**src/rtl/arith_pkg.sv**
```systemverilog
// Shared constants for the 8-bit arithmetic unit and its result consumers:
// select codes, result width and the width of a select-tagged result entry.
package arith_pkg;

  localparam logic [1:0] SEL_Y1 = 2'b00;
  localparam logic [1:0] SEL_Y2 = 2'b01;
  localparam logic [1:0] SEL_Y3 = 2'b10;
  localparam logic [1:0] SEL_Y4 = 2'b11;

  localparam int ARITH_DW = 16;
  localparam int ARITH_EW = ARITH_DW + 2;

endpackage

```
**src/rtl/arith_result_fifo_sync_fifo.sv**
```systemverilog
// Generic synchronous FIFO: registered storage, wrap-around pointers and an
// occupancy counter; push while full and pop while empty are ignored.
module sync_fifo #(
  parameter int DEPTH = 4,
  parameter int AW    = 2,
  parameter int W     = 18
) (
  input  logic         clk,
  input  logic         rst_n,
  input  logic         i_push,
  input  logic         i_pop,
  input  logic [W-1:0] i_wdata,
  output logic [W-1:0] o_rdata,
  output logic [AW:0]  o_count,
  output logic         o_full,
  output logic         o_empty
);

  logic [W-1:0]  r_mem [DEPTH];
  logic [AW-1:0] r_wr_ptr;
  logic [AW-1:0] r_rd_ptr;
  logic [AW:0]   r_count;
  logic          w_push;
  logic          w_pop;

  assign o_full  = (r_count == (AW+1)'(DEPTH));
  assign o_empty = (r_count == '0);
  assign w_push  = i_push & ~o_full;
  assign w_pop   = i_pop & ~o_empty;

  // Storage carries no reset; only pointers and occupancy define validity.
  always_ff @(posedge clk) begin
    if (w_push) r_mem[r_wr_ptr] <= i_wdata;
  end

  // Pointer width equals log2(DEPTH), so natural overflow is the wrap.
  always_ff @(posedge clk or negedge rst_n) begin
    if (!rst_n) begin
      r_wr_ptr <= '0;
      r_rd_ptr <= '0;
      r_count  <= '0;
    end else begin
      if (w_push) r_wr_ptr <= r_wr_ptr + 1'b1;
      if (w_pop)  r_rd_ptr <= r_rd_ptr + 1'b1;
      case ({w_push, w_pop})
        2'b10:   r_count <= r_count + 1'b1;
        2'b01:   r_count <= r_count - 1'b1;
        default: r_count <= r_count;
      endcase
    end
  end

  assign o_rdata = r_mem[r_rd_ptr];
  assign o_count = r_count;

endmodule

```
**src/rtl/arith_result_fifo.sv**
```systemverilog
// Captures the selected arithmetic-unit result on an issue strobe, tags it with
// its select code, buffers it in a FIFO and counts issues that had to be dropped.
module arith_result_fifo
  import arith_pkg::*;
#(
  parameter int DEPTH = 4,
  parameter int AW    = 2,
  parameter int DW    = ARITH_DW
) (
  input  logic          clk,
  input  logic          rst_n,
  input  logic [DW-1:0] y1,
  input  logic [DW-1:0] y2,
  input  logic [DW-1:0] y3,
  input  logic [DW-1:0] y4,
  input  logic [1:0]    sel,
  input  logic          enable_low,
  input  logic          in_valid,
  output logic          in_ready,
  output logic          out_valid,
  output logic [DW-1:0] out_data,
  output logic [1:0]    out_sel,
  input  logic          out_ready,
  output logic [AW:0]   count,
  output logic [7:0]    drop_cnt,
  input  logic          clr_drop
);

  localparam int EW = DW + 2;

  logic [DW-1:0] w_sel_res;
  logic [EW-1:0] w_rdata;
  logic          w_full;
  logic          w_empty;
  logic          w_push;
  logic          w_pop;
  logic          w_drop;
  logic [7:0]    r_drop_cnt;

  function automatic logic [7:0] sat_inc8(input logic [7:0] v);
    return (v == 8'hFF) ? v : v + 8'd1;
  endfunction

  always_comb begin
    w_sel_res = y1;
    case (sel)
      SEL_Y1:  w_sel_res = y1;
      SEL_Y2:  w_sel_res = y2;
      SEL_Y3:  w_sel_res = y3;
      SEL_Y4:  w_sel_res = y4;
      default: w_sel_res = y1;
    endcase
  end

  // A full FIFO rejects the issue even if the head is popped this same cycle.
  assign w_push = in_valid & in_ready & ~enable_low;
  assign w_drop = in_valid & (~in_ready | enable_low);
  assign w_pop  = out_valid & out_ready;

  sync_fifo #(
    .DEPTH (DEPTH),
    .AW    (AW),
    .W     (EW)
  ) u_fifo (
    .clk     (clk),
    .rst_n   (rst_n),
    .i_push  (w_push),
    .i_pop   (w_pop),
    .i_wdata ({sel, w_sel_res}),
    .o_rdata (w_rdata),
    .o_count (count),
    .o_full  (w_full),
    .o_empty (w_empty)
  );

  assign in_ready  = ~w_full;
  assign out_valid = ~w_empty;
  // Storage is unreset, so the head is forced to zero whenever nothing is held.
  assign out_data  = w_empty ? '0 : w_rdata[DW-1:0];
  assign out_sel   = w_empty ? '0 : w_rdata[EW-1:DW];

  always_ff @(posedge clk or negedge rst_n) begin
    if (!rst_n) begin
      r_drop_cnt <= '0;
    end else if (clr_drop) begin
      r_drop_cnt <= '0;
    end else if (w_drop) begin
      r_drop_cnt <= sat_inc8(r_drop_cnt);
    end
  end

  assign drop_cnt = r_drop_cnt;

endmodule

```
**config.mk**
```make
export PLATFORM = sky130hd
export DESIGN_NAME = arith_result_fifo
export DESIGN_NICKNAME = d
export VERILOG_FILES = /design/src/rtl/arith_pkg.sv /design/src/rtl/arith_result_fifo_sync_fifo.sv /design/src/rtl/arith_result_fifo.sv
export SDC_FILE = /design/constraint.sdc
export NUM_CORES = 1
export LEC_CHECK = 0
export CAP_MARGIN = 40
export CORE_UTILIZATION = 34
export DETAILED_ROUTE_END_ITERATION = 10
export PLACE_DENSITY = 0.67
export SLEW_MARGIN = 20
export SYNTH_ARGS = -nofsm -noshare
export SYNTH_HDL_FRONTEND = slang
export SYNTH_SLANG_ARGS = --single-unit
```
**constraint.sdc**
```tcl
create_clock -name clk -period 3.62 [get_ports clk]
set_input_delay 0.724 -clock clk [delete_from_list [all_inputs] [get_ports clk]]
set_output_delay 0.724 -clock clk [all_outputs]
set_load 0.005 [all_outputs]
```
==> run metrics, run 1 <==
element type at the critical path start=flop; dominant register cell in the synthesized netlist=sky130_fd_sc_hd__edfxtp_1; setup repair after global routing missed its margin=false; die outline width=110 µm; worst reg2reg path startpoint=u_fifo.o_count[0]$_DFFE_PN0P_; cell count of the worst reg-to-reg path=8; leakage power of the design=1.91 nW; sequential fraction of design power=0.392; crit path capture type=output port; global-route met3 utilization=0.0317; maxcap violations=0; quantity of hold-fixing buffers added after cts=0; setup-violating endpoint count in the final report=0; post-CTS sizing=0; post-CTS setup repair buffer count=0; Cell Rows=39; maximum number of pins on one net before global-route repair=21; length of the first detailed-routing pass in iterations=4; worst min path class=reg -> reg; share of synthesized cell area in and, or, nand and nor gates=0.0734; buffers added on ports=102; fraction of the mapped netlist area in compound gates=0.0211; Global Route met2 Usage=0.256; critical path class=reg -> out; vias in the first global route=2435; detailed-route via count=2313; Min Hold Slack=0.532 ns; post-layout net count=408; worst-skew pair later-pin latency=0.33 ns; critical path buffer and inverter count=2; HPWL after detailed placement=5450 µm; Hold Path End=u_fifo.o_count[2]$_DFFE_PN0P_; busiest layer in global routing=met2; largest clock skew in the final design=0.00901 ns; Routed wire per std cell=16.8 µm; Achievable Freq=332 MHz; pins over their slew limit=0; Synth Area in Adders=0.0239; pin slew with the least headroom to its limit=0.725 ns; number of flops mapped to enable cells by yosys=72; leading cell type in the layout, fill and taps excluded=sky130_fd_sc_hd__clkdlybuf4s50_1; overall die height=110 µm; Worst Min Path Start=u_fifo.o_count[2]$_DFFE_PN0P_; number of warnings issued by yosys=0; switching power=933 µW; antenna violations before repair=0; area share of xor/xnor cells in the synthesized design=0.0154; multiplexer share of the synthesized area=0.206; proportion of synthesized chip area in sequential cells=0.639; number of top-level pins=103; Tmin final=3.01 ns; global-route met1 utilization=0.172; relative max-transition margin=0.517; fraction of layout instances using a drive strength above 1=0.186; critical path peak fanout=12; maximum ir drop on the vdd rail=0.334 mV; proportion of synthesized flip-flops having asynchronous set or reset=0.172; net switching fraction of the power=0.275; fraction of power consumed by the clock network=0.255; total congestion overflow=0; CTS buffer count=9; Setup TNS=0 ns; vias per inst=4.85; internal power of the cells=2.46 mW; Initial Util=0.348; final core utilization=0.479; Req. time, crit path=2.90 ns; total length of routed wires=8010 µm; number of nets still failing antenna checks after routing=0; placeable core region=0.0114 mm²; number of instances in the synthesized netlist=218; clock tree from TritonCTS=built; count of state elements after synthesis=87; top library cells by usage in the layout, fill and taps aside=102 x sky130_fd_sc_hd__clkdlybuf4s50_1, 72 x sky130_fd_sc_hd__edfxtp_1, 34 x sky130_fd_sc_hd__mux4_2, 20 x sky130_fd_sc_hd__and2_1, 15 x sky130_fd_sc_hd__dfrtp_1; Remaining DRCs=0; cell-by-cell listing of the critical path=buf_4 -> mux4_2 -> and2_1 -> clkdlybuf4s50_1; post-synthesis area per instance=18.2 µm²; number of distinct library cells after synthesis=28; capturing point of the worst reg2reg path=u_fifo.o_count[2]$_DFFE_PN0P_; number of hold violations in the final report=0; largest family of logic cells by synthesized area=multiplexers; clock transition at the registers of the reported paths=0.07 ns; status=complete, no violations; library cell contributing the largest single delay on the critical path=sky130_fd_sc_hd__dfrtp_1; CP max stage delay=0.75 ns; Tcrit/Tclk final=0.831; diode count=0; maximum clock insertion buffer count=2; H-tree levels=3; violation count after the first detailed-route iteration=98; root buffer cell=sky130_fd_sc_hd__clkbuf_16; minimum setup slack among reg-to-reg paths=1.11 ns; part of the total power dissipated in combinational logic=0.353; arrival time worst endpoint=2.28 ns; cell family with most CP delay=flip-flops; wire length of the first global-routing pass=12500 µm; areal power density over the cells=622 mW/mm²; global router's overall resource usage=0.143; CP startpoint=u_fifo.r_rd_ptr[1]$_DFFE_PN0P_; Hold Path Cell Cnt=1; sink count of the clock tree=87; netlist area before placement=0.00397 mm²; area delta synth->final=37.6%; Die Area=0.0121 mm²; placer's final routability congestion estimate=0.677; syn_nets=297
## power by group through the flow
stage	combinational [mW]	clock [mW]	sequential, mW
3_3_place_gp	1.21	0	1.35
4_1_cts	1.23	0.888	1.33
6_report	1.20	0.867	1.33
2_1_floorplan	0.666	0	1.31
5_1_grt	1.32	0.928	1.35
3_5_place_dp	1.23	0	1.35
## routing by layer
metal,wire [µm],up-vias,share of wire
li1,-,1091,-
met5,0,-,0
met4,104,0,0.013
met2,4320,54,0.54
met1,3280,1160,0.41
met3,309,8,0.039
## area by class of cell
class                   count  area (µm²)
fillers                  1020        5950
clock buffers              10         229
repair buffers            111        1090
flip-flops and latches     87        2540
multi-input cells         112        1350
well taps                 143         179
clock inverters             6        51.3
inverters                   8        30.0
## how the worst max path moves through the flow
stage,endpoint,slack (ns),cells past startpoint
after floorplan,u_fifo.o_count[2]$_DFFE_PN0P_,1.51,10
after global placement,u_fifo.o_count[2]$_DFFE_PN0P_,0.89,10
after detailed placement,u_fifo.o_count[2]$_DFFE_PN0P_,0.83,10
after CTS,out_data[13],0.56,4
after global routing,out_data[13],0.48,4
final,out_data[13],0.61,4
## logic make-up after synthesis
logic type / count (synthesis)
AO/OA/AOI/OAI: 11
XOR/XNOR: 7
adder cells (fa/ha/maj): 7
buffers and inverters: 19
flip-flops: 87
multiplexers: 39
AND/OR/NAND/NOR: 48
## cells in the mapped netlist (all sizes together), types with 2 or more instances
cell type	count	area (µm²)
xnor2	3	26.3
nand3	4	20.0
xor2	4	35.0
and3	5	32.5
and4	2	17.5
clkbuf	4	15.0
a21oi	4	20.0
buf	6	30.0
nor2	6	22.5
inv	8	30.0
o2111ai	2	17.5
dfrtp	15	375
mux2i	4	40.0
nand2	3	11.3
and2	20	125
ha	6	75.1
edfxtp	72	2160
o21ai	4	20.0
mux4	34	766
or3	5	31.3
## worst register-to-register path: cells and delay by family (launching register included)
kind / cells / cell delay [ns]
buffers and inverters: 1 / 0.06
adder cells (fa/ha/maj): 2 / 0.57
XOR/XNOR: 2 / 0.32
AND/OR/NAND/NOR: 3 / 1.03
flip-flops: 1 / 0.46
## sequential cells by signal, summed over array words and instances (netlist names)
register and cells:
u_fifo.r_mem 72, drop_cnt 8, u_fifo.o_count 3, u_fifo.r_rd_ptr 2, u_fifo.r_wr_ptr 2
## stage by stage
stage	std cells	setup slack (ns)	area (µm²)	total power, mW
after floorplan	218	1.51	3970	1.97
after global placement	461	0.888	5180	2.56
after detailed placement	461	0.834	5180	2.58
after CTS	477	0.556	5460	3.45
after global routing	477	0.482	5460	3.60
final	477	0.612	5460	3.40
Note: power is estimated with default switching activity, not from simulation.
==> run 2, diff against run 1 <==
Clock period 3.62 ns to 2.9 ns, I/O delays scaled along.
==> run metrics, run 2 (synthesis results as in run 1) <==
maximum clock insertion buffer count=2 (unchanged); maximum ir drop on the vdd rail=0.364 mV (+9.0%); die outline width=110 µm (unchanged); wire length of the first global-routing pass=12700 µm (+1.6%); largest clock skew in the final design=0.00462 ns (-0.00440 ns); final core utilization=0.479 (+0.000657); Remaining DRCs=0 (unchanged); area delta synth->final=37.8%; clock tree from TritonCTS=built; post-layout net count=409 (+0.25%); max FFs per register=72 (unchanged); diode count=0 (unchanged); Initial Util=0.348 (unchanged); setup repair after global routing missed its margin=false; top library cells by usage in the layout, fill and taps aside=102 x sky130_fd_sc_hd__clkdlybuf4s50_1, 72 x sky130_fd_sc_hd__edfxtp_1, 34 x sky130_fd_sc_hd__mux4_2, 20 x sky130_fd_sc_hd__and2_1, 15 x sky130_fd_sc_hd__dfrtp_1; critical path peak fanout=20 (+8); status=complete, no violations; HPWL after detailed placement=5410 µm (-0.79%); Worst Min Path Start=u_fifo.o_count[2]$_DFFE_PN0P_; number of nets still failing antenna checks after routing=0 (unchanged); post-route standard cell area excluding fillers=0.00547 mm² (+0.14%); total length of routed wires=8140 µm (+1.6%); critical path class=reg -> out; detailed-route via count=2335 (+0.95%); leakage power of the design=1.91 nW (+0.25%); global router's overall resource usage=0.146 (+0.00248); Req. time, crit path=2.32 ns (-0.58 ns); setup-violating endpoint count in the final report=0 (unchanged); Routed wire per std cell=17.0 µm (+1.4%); antenna violations before repair=0 (unchanged); minimum setup slack among reg-to-reg paths=0.50 ns (-0.61 ns); maxcap violations=0 (unchanged); cell-by-cell listing of the critical path=or3_1 -> and2_1 -> clkdlybuf4s50_1; CTS buffer count=9 (unchanged); root buffer cell=sky130_fd_sc_hd__clkbuf_16; placed instance area=0.00519 mm² (+0.14%); H-tree levels=3 (unchanged); Setup TNS=0 ns (unchanged); clock transition at the registers of the reported paths=0.06 ns (about the same); library cell contributing the largest single delay on the critical path=sky130_fd_sc_hd__or3_1; arrival time worst endpoint=2.16 ns (-0.12 ns); Die Area=0.0121 mm² (unchanged); vias in the first global route=2485 (+2.1%); vias per inst=4.88 (+0.74%); sink count of the clock tree=87 (unchanged); overall die height=110 µm (unchanged); length of the first detailed-routing pass in iterations=4 (unchanged); crit path capture type=output port; placeable core region=0.0114 mm² (unchanged); Cell Rows=39 (unchanged); post-CTS setup repair buffer count=0 (unchanged); Min Hold Slack=0.517 ns (-0.0152 ns); total congestion overflow=0 (unchanged); maximum number of pins on one net before global-route repair=21 (unchanged); relative max-transition margin=0.532 (+0.0150); Tcrit/Tclk final=0.945; Tmin final=2.74 ns; pins over their slew limit=0 (unchanged); element type at the critical path start=flop; number of top-level pins=103 (unchanged); placer's final routability congestion estimate=0.691 (+2.1%); leading cell type in the layout, fill and taps excluded=sky130_fd_sc_hd__clkdlybuf4s50_1; CP startpoint=u_fifo.o_count[1]$_DFFE_PN0P_; areal power density over the cells=774 mW/mm² (+24%); fraction of layout instances using a drive strength above 1=0.188 (+0.00243); worst reg2reg path startpoint=u_fifo.o_count[0]$_DFFE_PN0P_; quantity of hold-fixing buffers added after cts=0 (unchanged); worst min path class=reg -> reg; number of hold violations in the final report=0 (unchanged); pin slew with the least headroom to its limit=0.700 ns (-0.0247 ns); Largest Register=u_fifo.r_mem; Achievable Freq=365 MHz; buffers added on ports=102 (unchanged); violation count after the first detailed-route iteration=50 (-49%); post-CTS sizing=0 (unchanged); CP max stage delay=0.67 ns (-0.08 ns); worst-skew pair later-pin latency=0.33 ns (about the same)
==> run 2: critical path, delay by kind of cell (launching register included) <==
kind	cells	cell delay, ns
AND/OR/NAND/NOR	2	0.95
buffers and inverters	1	0.45
flip-flops	1	0.43
==> run 2: layout make-up <==
type	count	area, µm²
repair buffers	112	1100
clock inverters	7	55.1
flip-flops and latches	87	2540
fillers	1019	5950
well taps	143	179
clock buffers	9	225
inverters	8	30.0
multi-input cells	112	1350
==> run 2: per-layer routing <==
metal,global-route usage,share of wire
met5,0,0
met3,0.0253,0.032
met4,0.0514,0.0055
met1,0.162,0.40
met2,0.278,0.56
==> run 2: final timing paths <==
kind                                                  end  cells after the start
setup reg to reg            u_fifo.o_count[2]$_DFFE_PN0P_                      8
hold / removal              u_fifo.o_count[2]$_DFFE_PN0P_                      1
max in group asynchronous  u_fifo.r_rd_ptr[1]$_DFFE_PN0P_                      1
hold reg to reg             u_fifo.o_count[2]$_DFFE_PN0P_                      1
min in group asynchronous   u_fifo.o_count[0]$_DFFE_PN0P_                      1
setup / recovery                             out_data[10]                      3
==> run 2: where the power goes <==
group	switching, mW	leakage (nW)	internal, mW
registers	0.0765	0.846	1.55
clock network	0.486	0.140	0.591
logic	0.601	0.927	0.936
==> run 2: per-stage QoR <==
step,cells,setup slack [ns],power (mW)
final,478,0.160,4.24
after floorplan,218,0.789,2.46
after CTS,478,0.104,4.31
after global routing,478,0.00400,4.49
after detailed placement,462,0.275,3.22
after global placement,462,0.312,3.19
==> run 3, diff against run 2 <==
Settings changed: CORE_ASPECT_RATIO set to 1.2.
==> run metrics, run 3 (synthesis results as in run 1) <==
leakage power of the design=1.93 nW (+0.81%); maximum ir drop on the vdd rail=0.356 mV (-2.0%); detailed-route via count=2374 (+1.7%); sink count of the clock tree=87 (unchanged); Achievable Freq=367 MHz (+0.51%); Remaining DRCs=0 (unchanged); critical path peak fanout=20 (unchanged); Cell Rows=42 (+7.7%); H-tree levels=3 (unchanged); busiest layer in global routing=met2; largest clock skew in the final design=0.00754 ns (+0.00292 ns); setup repair after global routing missed its margin=false; root buffer cell=sky130_fd_sc_hd__clkbuf_16; fraction of layout instances using a drive strength above 1=0.183 (-0.00542); CTS buffer count=9 (unchanged); power after layout=4.41 mW (+4.0%); top library cells by usage in the layout, fill and taps aside=102 x sky130_fd_sc_hd__clkdlybuf4s50_1, 72 x sky130_fd_sc_hd__edfxtp_1, 34 x sky130_fd_sc_hd__mux4_2, 20 x sky130_fd_sc_hd__and2_1, 15 x sky130_fd_sc_hd__dfrtp_1; Routed wire per std cell=16.8 µm (-1.4%); Largest Register=u_fifo.r_mem; max FFs per register=72 (unchanged); filler cell count=966 (-5.2%); buffers added on ports=102 (unchanged); antenna violations before repair=0 (unchanged); Die Area=0.0121 mm² (about the same); critical path buffer and inverter count=1 (unchanged); length of the first detailed-routing pass in iterations=4 (unchanged); HPWL after detailed placement=5700 µm (+5.4%); element type at the critical path start=flop; critical path class=reg -> out; Initial Util=0.355 (+0.00700); global router's overall resource usage=0.148 (+0.00165); placeable core region=0.0112 mm² (-2.0%); wire length of the first global-routing pass=13000 µm (+2.8%); Tcrit/Tclk final=0.940 (-0.00480); clock tree from TritonCTS=built; overall die height=120 µm (+9.4%); cell family with most CP delay=simple AND/OR/NAND/NOR gates; diode count=0 (unchanged); total congestion overflow=0 (unchanged); violation count after the first detailed-route iteration=72 (+44%); status=complete, no violations; Tmin final=2.73 ns (-0.0139 ns); worst slack after detailed placement=0.252 ns (-0.0229 ns); Setup TNS=0 ns (unchanged); post-route setup slack=0.174 ns (+0.0139 ns); total length of routed wires=8190 µm (+0.61%); vias per inst=4.86 (-0.41%); pins over their slew limit=0 (unchanged); setup-violating endpoint count in the final report=0 (unchanged); post-layout net count=408 (-0.24%); area delta synth->final=39.2%; arrival time worst endpoint=2.15 ns (about the same); CP max stage delay=0.66 ns (about the same); placer's final routability congestion estimate=0.700 (+1.3%); die outline width=101 µm (-8.6%); number of top-level pins=103 (unchanged); leading cell type in the layout, fill and taps excluded=sky130_fd_sc_hd__clkdlybuf4s50_1; pin slew with the least headroom to its limit=0.703 ns (+0.00267 ns); worst-skew pair later-pin latency=0.33 ns (about the same); crit path capture type=output port; global-route met1 utilization=0.170 (+0.00733); post-CTS setup repair buffer count=0 (unchanged); number of hold violations in the final report=0 (unchanged); relative max-transition margin=0.530 (-0.00179); number of nets still failing antenna checks after routing=0 (unchanged); areal power density over the cells=797 mW/mm² (+2.9%); clock transition at the registers of the reported paths=0.06 ns (about the same); vias in the first global route=2572 (+3.5%); maximum number of pins on one net before global-route repair=21 (unchanged); maxcap violations=0 (unchanged); quantity of hold-fixing buffers added after cts=0 (unchanged); maximum clock insertion buffer count=2 (unchanged); cell-by-cell listing of the critical path=or3_1 -> and2_1 -> clkdlybuf4s50_1; post-CTS sizing=0 (unchanged); Global Route met2 Usage=0.262 (-0.0157); library cell contributing the largest single delay on the critical path=sky130_fd_sc_hd__or3_1; Req. time, crit path=2.32 ns (about the same); global-route met3 utilization=0.0347 (+0.00940); worst min path class=reg -> reg
run 3: per-stage QoR:
| stage | utilization | std cells | hold WS [ns] | instance area (µm²) |
|---|---|---|---|---|
| 2_1_floorplan | - | 218 | 0.284 | 3970 |
| 3_3_place_gp | 0.465 | 472 | 0.508 | 5210 |
| 3_5_place_dp | 0.465 | 472 | 0.503 | 5210 |
| 4_1_cts | 0.494 | 488 | 0.516 | 5530 |
| 5_1_grt | 0.494 | 488 | 0.530 | 5530 |
| 6_report | 0.494 | 488 | 0.510 | 5530 |
run 3: worst paths after layout:
path	startpoint	end	slack (ns)	depth (start not counted)
hold reg to reg	u_fifo.o_count[2]$_DFFE_PN0P_	u_fifo.o_count[2]$_DFFE_PN0P_	0.51	1
setup reg to reg	u_fifo.o_count[0]$_DFFE_PN0P_	u_fifo.o_count[2]$_DFFE_PN0P_	0.49	8
hold / removal	u_fifo.o_count[2]$_DFFE_PN0P_	u_fifo.o_count[2]$_DFFE_PN0P_	0.51	1
setup / recovery	u_fifo.o_count[1]$_DFFE_PN0P_	out_data[8]	0.17	3
min in group asynchronous	rst_n	drop_cnt[7]$_DFFE_PN0P_	0.67	1
max in group asynchronous	rst_n	u_fifo.o_count[0]$_DFFE_PN0P_	1.78	1
run 3: power breakdown:
group	switching, mW	internal [mW]	leakage (nW)
combinational	0.583	0.956	0.927
sequential	0.104	1.55	0.846
clock	0.457	0.761	0.156
run 3: per-layer routing:
metal,part of all wire,up-vias
met5,0,-
met4,0.011,0
met3,0.057,6
met2,0.54,66
met1,0.39,1209
li1,-,1093
run 3: final cells by class:
cell class	instances	area, µm²	share of cell area
inverter	8	30.0	0.00543
clock buffer	10	229	0.0414
clock inverter	6	90.1	0.0163
sequential	87	2540	0.459
timing repair buffer	111	1100	0.199
multi-input combinational	112	1350	0.244
tap	154	193	0.0348
